### config.mk
export PLATFORM = sky130hd
export DESIGN_NAME = uart_tx_feeder_flat
export DESIGN_NICKNAME = d
export VERILOG_FILES = /design/src/rtl/uart_tx_feeder_if.sv /design/src/rtl/uart_tx_feeder.sv /design/src/flat_wrapper.sv
export SDC_FILE = /design/constraint.sdc
export NUM_CORES = 1
export LEC_CHECK = 0
export ABC_CLOCK_PERIOD_IN_PS = 3450
export CORE_MARGIN = 3
export CORE_UTILIZATION = 30
export CTS_CLUSTER_SIZE = 8
export DETAILED_ROUTE_END_ITERATION = 6
export HOLD_SLACK_MARGIN = 0.1
export PLACE_DENSITY = 0.52
export SKIP_LAST_GASP = 1
export SLEW_MARGIN = 20
export SYNTH_ARGS = -nofsm -noshare
export SYNTH_HDL_FRONTEND = slang
export SYNTH_SLANG_ARGS = --single-unit
### constraint.sdc
create_clock -name clk -period 3.45 [get_ports clk]
set_input_delay 0.8625 -clock clk [delete_from_list [all_inputs] [get_ports clk]]
set_output_delay 0.8625 -clock clk [all_outputs]
set_load 0.02 [all_outputs]
### src/rtl/uart_tx_feeder_if.sv
// uart_tx_feeder_if: system byte stream plus UART transmit load port seen by the feeder.
interface uart_tx_feeder_if #(parameter int DATA_WIDTH = 8);
  logic [DATA_WIDTH-1:0] s_data;
  logic                  s_valid;
  logic                  s_ready;
  logic [DATA_WIDTH-1:0] uart_din;
  logic                  uart_din_vld;
  logic                  uart_rfd;
  logic                  busy;
  modport master (output s_data, s_valid, uart_rfd, input s_ready, uart_din, uart_din_vld, busy);
  modport slave (input s_data, s_valid, uart_rfd, output s_ready, uart_din, uart_din_vld, busy);
endinterface

### src/rtl/uart_tx_feeder.sv
// uart_tx_feeder: FIFO-buffered writer for the UART transmit port, paced by rfd.
// Defining UART_TXQ_LEVEL_EN adds the registered occupancy port level_o.
module uart_tx_feeder #(
  parameter int DATA_WIDTH = 8,
  parameter int DEPTH      = 16
) (
  input logic clk,
  input logic rst,
  uart_tx_feeder_if.slave io
`ifdef UART_TXQ_LEVEL_EN
  , output logic [$clog2(DEPTH):0] level_o
`endif
);
  localparam int AW = $clog2(DEPTH);
  typedef enum logic {IDLE, WAIT_BUSY} state_t;
  state_t state_q, state_d;
  logic [AW:0] wr_ptr_q, wr_ptr_d, rd_ptr_q, rd_ptr_d;
  logic [DATA_WIDTH-1:0] mem_q [DEPTH];
  logic [DATA_WIDTH-1:0] din_q, din_d;
  logic vld_q, vld_d, full, empty, push, pop;
  assign full     = (wr_ptr_q ^ rd_ptr_q) == {1'b1, {AW{1'b0}}};
  assign empty    = wr_ptr_q == rd_ptr_q;
  assign push     = io.s_valid && !full;
  assign pop      = state_q == IDLE && !empty && io.uart_rfd;
  assign wr_ptr_d = wr_ptr_q + {{AW{1'b0}}, push};
  assign rd_ptr_d = rd_ptr_q + {{AW{1'b0}}, pop};
  always_ff @(posedge clk)
    if (push) mem_q[wr_ptr_q[AW-1:0]] <= io.s_data;
  always_ff @(posedge clk or negedge rst)
    if (!rst) begin
      wr_ptr_q <= '0;
      rd_ptr_q <= '0;
    end else begin
      wr_ptr_q <= wr_ptr_d;
      rd_ptr_q <= rd_ptr_d;
    end
  always_ff @(posedge clk or negedge rst)
    if (!rst) state_q <= IDLE;
    else      state_q <= state_d;
  // WAIT_BUSY holds until rfd drops, so a late rfd cannot trigger a second load
  always_comb
    state_d = state_q == IDLE ? (pop ? WAIT_BUSY : IDLE) : (io.uart_rfd ? WAIT_BUSY : IDLE);
  always_comb begin
    vld_d = pop;
    din_d = pop ? mem_q[rd_ptr_q[AW-1:0]] : din_q;
  end
  always_ff @(posedge clk or negedge rst)
    if (!rst) begin
      din_q <= '0;
      vld_q <= 1'b0;
    end else begin
      din_q <= din_d;
      vld_q <= vld_d;
    end
  assign io.s_ready      = !full;
  assign io.uart_din     = din_q;
  assign io.uart_din_vld = vld_q;
  assign io.busy         = !empty || state_q == WAIT_BUSY;
`ifdef UART_TXQ_LEVEL_EN
  logic [AW:0] level_q, level_d;
  always_comb level_d = level_q + {{AW{1'b0}}, push} - {{AW{1'b0}}, pop};
  always_ff @(posedge clk or negedge rst)
    if (!rst) level_q <= '0;
    else      level_q <= level_d;
  assign level_o = level_q;
`endif
endmodule

### src/flat_wrapper.sv
// flat-port wrapper written by rule: the top's interface ports become plain ports
module uart_tx_feeder_flat 
#(
  parameter int DATA_WIDTH = 8,
  parameter int DEPTH      = 16
)
  (clk, rst, io_s_data, io_s_valid, io_uart_rfd, io_s_ready, io_uart_din, io_uart_din_vld, io_busy);
  uart_tx_feeder_if #(.DATA_WIDTH(DATA_WIDTH)) io_i ();
  input logic clk;
  input logic rst;
  input wire logic [$bits(io_i.s_data)-1:0] io_s_data;
  input wire logic [$bits(io_i.s_valid)-1:0] io_s_valid;
  input wire logic [$bits(io_i.uart_rfd)-1:0] io_uart_rfd;
  output wire logic [$bits(io_i.s_ready)-1:0] io_s_ready;
  output wire logic [$bits(io_i.uart_din)-1:0] io_uart_din;
  output wire logic [$bits(io_i.uart_din_vld)-1:0] io_uart_din_vld;
  output wire logic [$bits(io_i.busy)-1:0] io_busy;
  assign io_i.s_data = io_s_data;
  assign io_i.s_valid = io_s_valid;
  assign io_i.uart_rfd = io_uart_rfd;
  assign io_s_ready = io_i.s_ready;
  assign io_uart_din = io_i.uart_din;
  assign io_uart_din_vld = io_i.uart_din_vld;
  assign io_busy = io_i.busy;
  uart_tx_feeder #(.DATA_WIDTH(DATA_WIDTH), .DEPTH(DEPTH)) u_core (.clk(clk), .rst(rst), .io(io_i));
endmodule
==> results.sh, run 1 <==
export IMPL_yosys_warnings=0
export IMPL_clkTransAtPathRegs_ns=0.06
export IMPL_power_density_mw_per_mm2=827
export IMPL_drive_above_1_share_pct=21.5
export IMPL_clockBufferDepth=2
export IMPL_drv_slew=0
export IMPL_layout_common_cells="edfxtp_1, mux4_2, clkdlybuf4s50_1, dfrtp_1, clkbuf_16"
export IMPL_final_nets=338
export IMPL_busiest_layer="met2"
export IMPL_insertion_delay_ns=0.42
export IMPL_clock_sinks=148
export IMPL_holdWs_ns=0.492
export IMPL_multi_input_area_mm2=0.00140
export IMPL_row_count=50
export IMPL_crit_arrival_ns=2.23
export IMPL_hold_depth=1
export IMPL_crit_fanout=7
export IMPL_fin_tns_setup_ns=0
export IMPL_timing_fmax_ghz=0.323
export IMPL_cp_num_buf_inv=1
export IMPL_first_iter_violations=229
export IMPL_synthArstFlopShare_pct=13.5
export IMPL_critPathSlowestCell="xnor2_1"
export IMPL_coreArea_mm2=0.0190
export IMPL_synth_seq_cells=148
export IMPL_power_total_mw=5.73
export IMPL_worstMarginPinSlew_ns=0.921
export IMPL_cts_buffers=17
export IMPL_worst_clock_skew_ns=0.00565
export IMPL_critPathKind="reg2out"
export IMPL_fill_cells=1739
export IMPL_syn_inst=282
export IMPL_cpPeakStageDelay_ns=0.61
export IMPL_post_cts_setup_buffers=0
export IMPL_slew_headroom_pct=38.4
export IMPL_syn_num_nets=298
export IMPL_seqCellArea_mm2=0.00435
export IMPL_area_delta_synth_final_pct=17.7
export IMPL_drv_cap=0
export IMPL_hold_path_class="reg2reg"
export IMPL_diodes=0
export IMPL_grt_ovfl_total=0
export IMPL_max_vdd_ir_drop_uv=433
export IMPL_synth_largest_area_cell="edfxtp_1"
export IMPL_antenna_found_initial=0
export IMPL_vias=2742
export IMPL_postCtsHoldBufs=0
export IMPL_wirelength_um=11900
export IMPL_grt_pass1_vias=2785
export IMPL_cts_root_buf="clkbuf_16"
export IMPL_cpLargestDelayFamily="XOR/XNOR gates"
export IMPL_cellLeakagePower_nw=2.31
export IMPL_grt_util_met3_pct=3.05
export IMPL_synth_cell_types=32
export IMPL_synth_edff_count=128
export IMPL_die_h_um=146
export IMPL_layout_commonest_cell="edfxtp_1"
export IMPL_drc=0
export IMPL_cp_depth=3
export IMPL_post_route_period_util_pct=89.6
export IMPL_worst_setup_path_end_kind="output pin"
export IMPL_synthFlopType="edfxtp_1"
export IMPL_die_w_um=146
export IMPL_grt_met1_usage_pct=16.3
export IMPL_initial_core_util_pct=31.0
export IMPL_synth_seq_area_share_pct=73.9
export IMPL_first_pass_iters=4
export IMPL_routed_via_density=4.61
export IMPL_yosysTopAreaCellShare_pct=65.4
export IMPL_cts_resized=0
export IMPL_ant_nets=0
export IMPL_dp_hpwl_um=7410
export IMPL_final_setup_viol_count=0
export IMPL_period_minus_slack_ns=3.09
export IMPL_r2r_cells=5
export IMPL_grt_pass1_wl_um=18200
export IMPL_avgSynthCellArea_um2=20.9
export IMPL_port_buffers=22
export IMPL_worstPathRequired_ns=2.59
export IMPL_drt_wirelength_per_cell_um=20.0
export IMPL_worstPathCellList="xnor2_1 > nand2b_1 > clkdlybuf4s50_1"
export IMPL_grt_use_total_pct=11.7
export IMPL_syn_cell_area_mm2=0.00588
export IMPL_fin_area_mm2=0.00692
export IMPL_htree_levels=4
export IMPL_postLayoutCoreUtil_pct=36.5
export IMPL_die_area_mm2=0.0213
export IMPL_finalHoldViolations=0
export IMPL_placed_area_mm2=0.00640
export IMPL_ys_top_cells_by_area="edfxtp_1, dfrtp_1, mux4_2, mux4_1, a22oi_1"
export IMPL_grt_max_degree=35
export IMPL_start_kind="register"
export IMPL_routabilityCongestion=0.786
export IMPL_grt_util_met2_pct=17.0
export IMPL_io_pins=23
export IMPL_cts_tree="built"
export IMPL_rsz0062_at_grt="false"
export IMPL_status="complete, no violations"
## registers in the layout, indices dropped and copies added, names as in the netlist
signal	count
u_core.mem_q	128
u_core.io.uart_din	8
u_core.rd_ptr_q	5
u_core.wr_ptr_q	5
u_core.io.uart_din_vld	1
u_core.state_q	1
## routing by layer
metal | routed length, µm | up-vias
li1 | - | 1237
met1 | 5590 | 1433
met2 | 5520 | 52
met3 | 423 | 20
met4 | 371 | 0
met5 | 0 | -
## stage by stage
step	std cells	worst slack, ns
2_1_floorplan	282	1.33
3_3_place_gp	563	0.653
3_5_place_dp	563	0.631
4_1_cts	595	0.343
5_1_grt	595	0.261
6_report	595	0.359
## final cells by class
| cell class | count | area share [%] |
|---|---|---|
| clock buffer | 20 | 6.31 |
| clock inverter | 12 | 1.30 |
| inverter | 2 | 0.108 |
| multi-input combinational | 118 | 20.2 |
| sequential | 148 | 62.8 |
| tap | 260 | 4.70 |
| timing repair buffer | 35 | 4.59 |
## worst reg2reg max path, delay by kind of cell, from the launching register on
family,cells,cell delay [ns]
muxes,2,0.93
buffers and inverters,1,0.52
AOI/OAI and AO/OA,1,0.40
DFF,1,0.37
and+or+nand+nor,1,0.11
## worst paths after layout
check / startpoint / slack [ns] / to
min in group asynchronous: rst / 0.96 / u_core.wr_ptr_q[0]
min: u_core.wr_ptr_q[4] / 0.49 / u_core.wr_ptr_q[4]
max: u_core.wr_ptr_q[4] / 0.36 / io_s_ready
max in group asynchronous: rst / 1.86 / u_core.rd_ptr_q[0]
min reg2reg: u_core.wr_ptr_q[4] / 0.49 / u_core.wr_ptr_q[4]
max reg2reg: u_core.rd_ptr_q[0] / 1.00 / u_core.io.uart_din[5]
## logic make-up (layout without fill, tap and decap cells)
logic type | Yosys count | count (layout) | synth area share, %
mux | 40 | 40 | 14.9
simple gates | 42 | 42 | 3.49
fa+ha+maj | 4 | 4 | 0.851
xor+xnor | 11 | 11 | 1.64
buf+inv | 16 | 69 | 2.30
flops | 148 | 148 | 73.9
compound gates | 21 | 21 | 2.91
## synthesized netlist by cell type, types with 3 or more instances
cell / n
a22oi_1: 16
and2_1: 3
clkbuf_1: 4
dfrtp_1: 20
edfxtp_1: 128
ha_1: 4
mux2_4: 8
mux4_1: 10
mux4_2: 22
nand2_1: 10
nand2b_1: 3
nand3_1: 3
nor2_1: 13
nor3_1: 4
o2111ai_1: 4
xnor2_1: 9
## where the power goes
group / internal, mW / switching, mW
Clock: 0.975 / 0.678
Combinational: 0.781 / 0.915
Sequential: 2.22 / 0.157
Total: 3.98 / 1.75
(Power assumes the default switching activity.)
==> run 2: changes to the inputs <==
--- a/config.mk
+++ b/config.mk
@@ -6,6 +6,7 @@
 export NUM_CORES = 1
 export LEC_CHECK = 0
 export ABC_CLOCK_PERIOD_IN_PS = 3450
+export CAP_MARGIN = 20
 export CORE_MARGIN = 3
 export CORE_UTILIZATION = 30
 export CTS_CLUSTER_SIZE = 8
==> results of run 2 <==
No change in the layout: final DEF, timing and power equal those of run 1.
==> variant (settings of run 2) <==
`DEPTH` is set to 16 in 2 places; all go to 8.
--- a/src/rtl/uart_tx_feeder.sv
+++ b/src/rtl/uart_tx_feeder.sv
@@ -3,5 +3,5 @@
 module uart_tx_feeder #(
   parameter int DATA_WIDTH = 8,
-  parameter int DEPTH      = 16
+  parameter int DEPTH      = 8
 ) (
   input logic clk,
--- a/src/flat_wrapper.sv
+++ b/src/flat_wrapper.sv
@@ -3,5 +3,5 @@
 #(
   parameter int DATA_WIDTH = 8,
-  parameter int DEPTH      = 16
+  parameter int DEPTH      = 8
 )
   (clk, rst, io_s_data, io_s_valid, io_uart_rfd, io_s_ready, io_uart_din, io_uart_din_vld, io_busy);
Check against the original RTL: not equivalent (a bounded check fails within 10 cycles, from zero or initial values and one cycle with rst low).
==> variant against run 2 <==
  * Non-clock buffer count is 1 lower
  * Cell area is 42% lower
  * Synthesized area down 43%
  * Sequential cell count is 66 lower
  * Clock power fell by 55%
  * Register-to-register slack lost 0.12 ns
  * Global-route usage shrank 0.85 points
  * Clock skew rose by 0.0051 ns
  * Total power fell by 41%
  * Setup slack improved by 0.030 ns
  * Synthesized cell count is 43% lower
  * Routed wire length decreased by 48%
==> variant: results (changes against run 2) <==
** Clocking
- The insertion delay of the later-clocked pin in the worst-skew pair was 0.35 ns (was 0.42 ns).
- The CTS root buffer is sky130_fd_sc_hd__clkbuf_8 (was sky130_fd_sc_hd__clkbuf_16).
- The H-tree depth was 3 (was 4).

** Worst setup path
- The number of cell instances on the worst register-to-register path is 6 (was 5).
- Stage delay of the slowest cell on the critical path :: 0.64 ns (was 0.61 ns)
- The biggest fanout along the worst timing path was 12 (was 7).
- The timing startpoint of the critical path was u_core.wr_ptr_q[2] (was u_core.wr_ptr_q[4]).
- Kind of cell adding the most delay to the critical path :: flip-flops (was XOR/XNOR gates)

** Global route
- The maximum number of pins on one net before global-route repair is 19 (was 35).
- The global-route wire length before repair was 9.936 mm (was 18.17 mm).
- Global-route total usage across every layer :: 10.84% (was 11.70%)

** Timing
- Setup Skew :: 0.01072 ns (was 0.005648 ns)
- Slew @ Worst Pin :: 1.010 ns (was 0.9207 ns)

** Place
- Final Wtd Congestion :: 0.7429 (was 0.7862)
- The number of placed cells counting well taps came to 322 (was 563).
- The detailed placer's ending HPWL was 4.013 mm (was 7.414 mm).
- The pre-CTS worst setup slack came to 0.6055 ns (was 0.6306 ns).

** Power and ir drop
- The combinational power is 0.00119 W (was 0.00170 W).
- The standby leakage power came to 1.392 nW (was 2.309 nW).
- The power after layout came to 0.003391 W (was 0.005726 W).
- The worst ir drop on vdd came to 377.0 µV (was 432.9 µV).
- The switching component of the power came to 0.001053 W (was 0.001750 W).
- The sequential logic power was 0.00146 W (was 0.00238 W).

** Synthesis
- Count of distinct cell types in the synthesized netlist :: 29 (was 32)
- The number of enable flip-flop cells after synthesis was 64 (was 128).
- The compound-cell area share of the yosys netlist was 1.530% (was 2.915%).
- The post-synthesis share of cell area spent on xor and xnor gates came to 3.358% (was 1.638%).
- The adder-cell share of the synthesized area was 1.493% (was 0.8511%).
- Mean instance size in the synthesized netlist :: 20.96 µm² (was 20.85 µm²)

** Worst hold path
- The worst min-delay path startpoint is u_core.io.uart_din[6] (was u_core.wr_ptr_q[4]).

** Final layout
- The final layout net count came to 213 (was 338).
- The share of layout cells above drive strength 1 is 29.21% (was 21.49%).

** Outcome
- Outcome :: completed (unchanged)
## variant: path summary, 6_finish.rpt
| check | endpoint |
|---|---|
| setup reg to reg | u_core.wr_ptr_q[2] |
| max in group asynchronous | u_core.io.uart_din[1] |
| hold reg to reg | u_core.io.uart_din[6] |
| min in group asynchronous | u_core.rd_ptr_q[3] |
| setup / recovery | io_busy |
| hold / removal | u_core.io.uart_din[6] |
## variant: final cells by class
type | count | area, µm²
fillers | 966 | 6584
flip-flops and latches | 82 | 2372
multi-input cells | 68 | 945.9
repair buffers | 34 | 310.3
well taps | 136 | 170.2
clock buffers | 11 | 131.4
clock inverters | 5 | 80.08
inverters | 2 | 7.507
## variant: per-layer routing
metal / GRT usage [%] / vias to the layer above / routed length, µm
met1: 15.77 / 802 / 3175
met4: 3.893 / 0 / 100
met3: 3.587 / 12 / 251
met5: 0 / - / 0
li1: - / 717 / -
met2: 15.11 / 27 / 2682
